[src/rtl/ram_dp_fifo_ctrl_if.sv]
// RAM-side bus between the FIFO controller and the dual-port registered-read RAM.
// The controller owns the master modport and the RAM owns the slave modport.
interface ram_dp_fifo_ctrl_if #(
   parameter int DATA_WIDTH = 32,
   parameter int DEPTH      = 16
);
   localparam int ADDR_WIDTH = $clog2(DEPTH);

   logic                      ram_cen;
   logic                      ram_wen_a;
   logic [ADDR_WIDTH-1:0]     ram_addr_a;
   logic [DATA_WIDTH-1:0]     ram_din_a;
   logic                      ram_wen_b;
   logic [DATA_WIDTH/8-1:0]   ram_bwen_b;
   logic [ADDR_WIDTH-1:0]     ram_addr_b;
   logic [DATA_WIDTH-1:0]     ram_dout_b;

   modport master (
      output ram_cen, ram_wen_a, ram_addr_a, ram_din_a,
      output ram_wen_b, ram_bwen_b, ram_addr_b,
      input  ram_dout_b
   );

   modport slave (
      input  ram_cen, ram_wen_a, ram_addr_a, ram_din_a,
      input  ram_wen_b, ram_bwen_b, ram_addr_b,
      output ram_dout_b
   );
endinterface

[src/rtl/ram_dp_fifo_ctrl.sv]
// First-word-fall-through valid/ready FIFO controller in front of a dual-port RAM
// whose port-B read data is registered; port A writes, port B always reads.
module ram_dp_fifo_ctrl #(
   parameter  int DATA_WIDTH  = 32,
   parameter  int DEPTH       = 16,
   parameter  int AFULL_LEVEL = DEPTH - 2,
   localparam int ADDR_WIDTH  = $clog2(DEPTH),
   localparam int CNT_WIDTH   = $clog2(DEPTH + 1)
) (
   input  logic                   clock,
   input  logic                   reset,
   input  logic                   flush,
   input  logic                   in_valid,
   input  logic [DATA_WIDTH-1:0]  in_data,
   output logic                   in_ready,
   output logic                   out_valid,
   output logic [DATA_WIDTH-1:0]  out_data,
   input  logic                   out_ready,
   output logic [CNT_WIDTH-1:0]   count,
   output logic                   full,
   output logic                   empty,
   output logic                   almost_full,
   ram_dp_fifo_ctrl_if.master     ram
);

   logic [ADDR_WIDTH-1:0] wr_ptr;
   logic [ADDR_WIDTH-1:0] rd_ptr;
   logic [ADDR_WIDTH-1:0] wr_ptr_next;
   logic [ADDR_WIDTH-1:0] rd_ptr_next;
   logic [CNT_WIDTH-1:0]  count_next;
   logic                  wr_d1;
   logic [ADDR_WIDTH-1:0] wr_addr_d1;
   logic                  push;
   logic                  pop;
   logic                  head_hazard;

   // Explicit wrap compare so non-power-of-two depths address only DEPTH entries.
   function automatic logic [ADDR_WIDTH-1:0] ptr_inc(input logic [ADDR_WIDTH-1:0] p);
      return (p == ADDR_WIDTH'(DEPTH - 1)) ? '0 : p + ADDR_WIDTH'(1);
   endfunction

   assign full        = (count == CNT_WIDTH'(DEPTH));
   assign empty       = (count == '0);
   assign almost_full = (count >= CNT_WIDTH'(AFULL_LEVEL));
   assign in_ready    = !full;

   // The head entry written on the previous edge is not yet visible on port B.
   assign head_hazard = wr_d1 && (wr_addr_d1 == rd_ptr);
   assign out_valid   = !empty && !head_hazard;
   assign out_data    = ram.ram_dout_b;

   assign push = in_valid && in_ready && !flush;
   assign pop  = out_valid && out_ready && !flush;

   always_comb begin
      // NOTE: every signal gets a default first so no path leaves it unassigned (no latch).
      wr_ptr_next = wr_ptr;
      rd_ptr_next = rd_ptr;
      count_next  = count;
      if (flush) begin
         wr_ptr_next = '0;
         rd_ptr_next = '0;
         count_next  = '0;
      end else begin
         if (push) wr_ptr_next = ptr_inc(wr_ptr);
         if (pop)  rd_ptr_next = ptr_inc(rd_ptr);
         if (push && !pop)      count_next = count + CNT_WIDTH'(1);
         else if (pop && !push) count_next = count - CNT_WIDTH'(1);
      end
   end

   always_ff @(posedge clock or posedge reset) begin
      if (reset) begin
         wr_ptr     <= '0;
         rd_ptr     <= '0;
         count      <= '0;
         wr_d1      <= 1'b0;
         wr_addr_d1 <= '0;
      end else begin
         // NOTE: non-blocking assignments so every register samples pre-edge values.
         wr_ptr     <= wr_ptr_next;
         rd_ptr     <= rd_ptr_next;
         count      <= count_next;
         wr_d1      <= push;
         wr_addr_d1 <= wr_ptr;
      end
   end

   // Port B reads the next head address so its registered output tracks rd_ptr.
   assign ram.ram_cen    = 1'b1;
   assign ram.ram_wen_a  = push;
   assign ram.ram_addr_a = wr_ptr;
   assign ram.ram_din_a  = in_data;
   assign ram.ram_wen_b  = 1'b0;
   assign ram.ram_bwen_b = '1;
   assign ram.ram_addr_b = rd_ptr_next;

endmodule

[src/flat_wrapper.sv]
// flat-port wrapper written by rule: the top's interface ports become plain ports
module ram_dp_fifo_ctrl_flat 
#(
   parameter  int DATA_WIDTH  = 32,
   parameter  int DEPTH       = 16,
   parameter  int AFULL_LEVEL = DEPTH - 2,
   localparam int ADDR_WIDTH  = $clog2(DEPTH),
   localparam int CNT_WIDTH   = $clog2(DEPTH + 1)
)
  (clock, reset, flush, in_valid, in_data, in_ready, out_valid, out_data, out_ready, count, full, empty, almost_full, ram_ram_cen, ram_ram_wen_a, ram_ram_addr_a, ram_ram_din_a, ram_ram_wen_b, ram_ram_bwen_b, ram_ram_addr_b, ram_ram_dout_b);
  ram_dp_fifo_ctrl_if #(.DATA_WIDTH(DATA_WIDTH), .DEPTH(DEPTH)) ram_i ();
  input  logic clock;
  input  logic reset;
  input  logic flush;
  input  logic in_valid;
  input  logic [DATA_WIDTH-1:0] in_data;
  output logic in_ready;
  output logic out_valid;
  output logic [DATA_WIDTH-1:0] out_data;
  input  logic out_ready;
  output logic [CNT_WIDTH-1:0] count;
  output logic full;
  output logic empty;
  output logic almost_full;
  output wire logic [$bits(ram_i.ram_cen)-1:0] ram_ram_cen;
  output wire logic [$bits(ram_i.ram_wen_a)-1:0] ram_ram_wen_a;
  output wire logic [$bits(ram_i.ram_addr_a)-1:0] ram_ram_addr_a;
  output wire logic [$bits(ram_i.ram_din_a)-1:0] ram_ram_din_a;
  output wire logic [$bits(ram_i.ram_wen_b)-1:0] ram_ram_wen_b;
  output wire logic [$bits(ram_i.ram_bwen_b)-1:0] ram_ram_bwen_b;
  output wire logic [$bits(ram_i.ram_addr_b)-1:0] ram_ram_addr_b;
  input wire logic [$bits(ram_i.ram_dout_b)-1:0] ram_ram_dout_b;
  assign ram_ram_cen = ram_i.ram_cen;
  assign ram_ram_wen_a = ram_i.ram_wen_a;
  assign ram_ram_addr_a = ram_i.ram_addr_a;
  assign ram_ram_din_a = ram_i.ram_din_a;
  assign ram_ram_wen_b = ram_i.ram_wen_b;
  assign ram_ram_bwen_b = ram_i.ram_bwen_b;
  assign ram_ram_addr_b = ram_i.ram_addr_b;
  assign ram_i.ram_dout_b = ram_ram_dout_b;
  ram_dp_fifo_ctrl #(.DATA_WIDTH(DATA_WIDTH), .DEPTH(DEPTH), .AFULL_LEVEL(AFULL_LEVEL)) u_core (.clock(clock), .reset(reset), .flush(flush), .in_valid(in_valid), .in_data(in_data), .in_ready(in_ready), .out_valid(out_valid), .out_data(out_data), .out_ready(out_ready), .count(count), .full(full), .empty(empty), .almost_full(almost_full), .ram(ram_i));
endmodule
[config.mk]
export PLATFORM = sky130hd
export DESIGN_NAME = ram_dp_fifo_ctrl_flat
export DESIGN_NICKNAME = d
export VERILOG_FILES = /design/src/rtl/ram_dp_fifo_ctrl_if.sv /design/src/rtl/ram_dp_fifo_ctrl.sv /design/src/flat_wrapper.sv
export SDC_FILE = /design/constraint.sdc
export NUM_CORES = 1
export LEC_CHECK = 0
export BUFFER_PORTS_ARGS = -buffer_cell sky130_fd_sc_hd__buf_4
export CORE_MARGIN = 3
export CORE_UTILIZATION = 37
export DETAILED_ROUTE_END_ITERATION = 6
export GPL_ROUTABILITY_DRIVEN = 0
export PLACE_DENSITY = 0.84
export SLEW_MARGIN = 20
export SYNTH_ARGS = -nofsm -noshare
export SYNTH_HDL_FRONTEND = slang
export SYNTH_SLANG_ARGS = --single-unit
[constraint.sdc]
create_clock -name clock -period 3.5 [get_ports clock]
set_clock_uncertainty 0.1 [all_clocks]
set_input_delay 0.175 -clock clock [delete_from_list [all_inputs] [get_ports clock]]
set_output_delay 0.175 -clock clock [all_outputs]
set_load 0.02 [all_outputs]
==> results.py <==
metrics = {
    "timing": {
        "setup_viol": 0,
        "rsz0062_at_grt": "no",
        "tns_ns": 0,
        "period_needed_ns": 3.22,
        "fin_crit_sh_pct": 91.9,
        "max_slew_margin_pct": 54.6,
        "fmax_mhz": 311,
        "hold_violations": 0,
        "setup_ws_ns": 0.285,
        "slew_violations": 0,
        "tightest_slew_ns": 0.680,
    },
    "setup_path": {
        "crit_chain": "nor4_2 > a21boi_1 > o21ai_2 > nand2_1 > fa_1 > a21o_1 > a21oi_1 > o211ai_1 > a2bb2oi_1 > mux2_1",
        "r2r_slack_ns": 0.28,
        "critPathLaunch": "u_core.count[0]$_DFFE_PP0P_",
        "crit_path_start_kind": "register",
        "crit_fanout": 8,
        "slowest_delay_ns": 0.46,
        "cp_data_arrival_time_ns": 3.26,
        "required_ns": 3.54,
        "slowest_stage": "dfrtp_1",
        "crit_type": "register to register",
        "rr_startpoint": "u_core.count[0]$_DFFE_PP0P_",
        "critPathCapture": "u_core.count[4]$_DFFE_PP0P_",
        "crit_path_end_kind": "register",
        "reg2reg_depth": 10,
        "r2r_end": "u_core.count[4]$_DFFE_PP0P_",
    },
    "clock_tree": {
        "cts_tree": "done",
        "cts_sinks": 18,
        "cts_setup_buffers": 0,
        "path_clk_slew_ns": 0.07,
        "clk_latency_ns": 0.26,
        "cts.htree.levels": 1,
        "cts_resized": 0,
        "cts_buffers": 3,
        "root_buffer": "clkbuf_8",
        "clock_path_buffers": 2,
        "cts-hold-fix-buffers": 1,
    },
    "logic_synthesis": {
        "ys_async_sr_fraction_pct": 100,
        "ys_seq_area_share_pct": 27.8,
        "ys_types": 39,
        "syn_area_sq_um": 1620,
        "synth-edff-count": 0,
        "synth_ff_type": "dfrtp_1",
        "synth_cells": 185,
        "postSynthRegisterBits": 18,
        "avgSynthCellArea_sq_um": 8.74,
        "ys.warnings.count": 0,
    },
    "place": {
        "place_hpwl_um": 2160,
        "io_buffers": 23,
        "place_ws_ns": 0.325,
    },
    "final_layout": {
        "syn_to_final_growth_pct": -13.5,
        "antenna_cells": 0,
        "drive_gt1_share_pct": 24.8,
        "final_common_cell": "buf_4",
        "final_cell_mix": "buf_4 (23), dfrtp_1 (18), nand2_1 (16), nor2_1 (11), a21oi_1 (11)",
        "final_nets": 222,
    },
    "routing": {
        "route.vias.total": 991,
        "detail-route-antenna-nets": 0,
        "wl_per_cell_um": 14.2,
        "routed_wl_um": 2770,
        "drt-initial-drc-count": 46,
        "dr.pass1.iters": 4,
        "routed_via_density": 5.08,
        "wl_met1_um": 1150,
        "top_layer": "met4",
        "dr_wl_met2_um": 1200,
        "drc": 0,
        "met3_length_um": 343,
    },
    "flow_run": {
        "cap_violations": 0,
    },
    "floorplanning": {
        "fp.dieH_um": 72.1,
        "dieWidth_um": 72.1,
        "fp.coreArea_sq_um": 4120,
        "io_pins": 158,
        "rows": 23,
        "die-area_sq_um": 5200,
        "start_util_pct": 39.3,
    },
    "power": {
        "leakagePower_nw": 0.671,
        "p_per_area_nw_per_um2": 730,
        "vdd_drop_max_mv": 0.175,
    },
    "global_routing": {
        "antenna_found_initial": 0,
        "grt_util_all_layers_pct": 10.9,
        "grt_pass1_vias": 971,
        "grt_overflow": 0,
        "grt_max_degree": 19,
        "grt_pass1_wl_um": 4420,
    },
    "worst_hold_path": {
        "hp-start": "flush",
        "worstHoldPathType": "primary input to register",
    },
    "outcome": {
        "status": "finished, final reports clean",
    },
}
## flip-flops by register name (all words and copies together), names as in the netlist
| register | cells |
|---|---|
| u_core.wr_d1 | 1 |
| u_core.count | 5 |
| u_core.ram.ram_addr_a | 4 |
| u_core.rd_ptr | 4 |
| u_core.wr_addr_d1 | 4 |
## per-layer routing
layer | up-vias | global-route usage, %
li1 | 459 | -
met1 | 471 | 12.8
met2 | 51 | 15.9
met3 | 10 | 5.40
met4 | 0 | 6.68
met5 | - | 0
## power breakdown
| group | leakage [nW] | switching (mW) | total, mW | internal (mW) |
|---|---|---|---|---|
| clock | 0.0288 | 0.0709 | 0.171 | 0.100 |
| combinational | 0.400 | 0.304 | 0.542 | 0.238 |
| sequential | 0.242 | 0.0643 | 0.309 | 0.245 |
## synthesized netlist by cell type (2+ instances only)
cell type,number,area [sq um]
buf_4,70,526
dfrtp_1,18,450
nand2_1,16,60.1
a21oi_1,11,55.1
nor2_1,11,41.3
ha_1,6,75.1
xnor2_1,5,43.8
inv_1,4,15.0
nand3_1,3,15.0
xor2_1,3,26.3
a31oi_1,2,12.5
clkbuf_1,2,7.51
conb_1,2,7.51
mux2_1,2,22.5
nand2b_1,2,12.5
nor2b_1,2,12.5
o211ai_1,2,15.0
o21ai_0,2,10.0
o21ai_2,2,17.5
## stage by stage
stage | hold WS, ns | utilization [%] | cell area [sq um] | cells | power (mW)
floorplan | 0.0136 | - | 1630 | 189 | 0.791
global route | 0.142 | 34.0 | 1400 | 195 | 1.10
finish | 0.122 | 34.0 | 1400 | 195 | 1.02
global placement | 0.219 | 32.4 | 1340 | 190 | 0.842
CTS | 0.118 | 34.0 | 1400 | 195 | 1.04
detailed placement | 0.228 | 32.4 | 1340 | 190 | 0.854
## how the worst min path moves through the flow
stage | to | slack (ns) | cells after the start
floorplan | u_core.count[0]$_DFFE_PP0P_ | 0.01 | 1
global placement | u_core.ram.ram_addr_a[2]$_DFFE_PP0P_ | 0.22 | 2
detailed placement | u_core.wr_addr_d1[2]$_DFF_PP0_ | 0.23 | 2
CTS | u_core.ram.ram_addr_a[3]$_DFFE_PP0P_ | 0.12 | 2
global route | u_core.ram.ram_addr_a[1]$_DFFE_PP0P_ | 0.14 | 2
finish | u_core.ram.ram_addr_a[1]$_DFFE_PP0P_ | 0.12 | 2
## kinds of logic (layout without fill, tap and decap cells)
group           count (synthesis)  count (layout)  synth area share, %
xor+xnor                        8               8                 4.33
flops                          18              18                 27.8
buf+inv                        77              33                 34.1
fa+ha+maj                       7               7                 5.88
simple gates                   40              40                 11.8
compound gates                 29              29                 12.6
other cells                     2               6                0.464
mux                             4               4                 2.94
## final cells by class
class | count | area [sq um]
fill | 432 | 2720
sequential | 18 | 450
multi-input combinational | 94 | 631
timing repair buffer | 24 | 183
tap | 50 | 62.6
inverter | 5 | 18.8
clock buffer | 4 | 55.1
## critical path, delay by kind of cell (launching register included)
family                   cells  cell delay (ns)
multiplexers                 1             0.33
flip-flops                   1             0.46
adder cells (fa/ha/maj)      1             0.46
AO/OA/AOI/OAI                6             1.09
AND/OR/NAND/NOR              2             0.66
(Power assumes the default switching activity.)
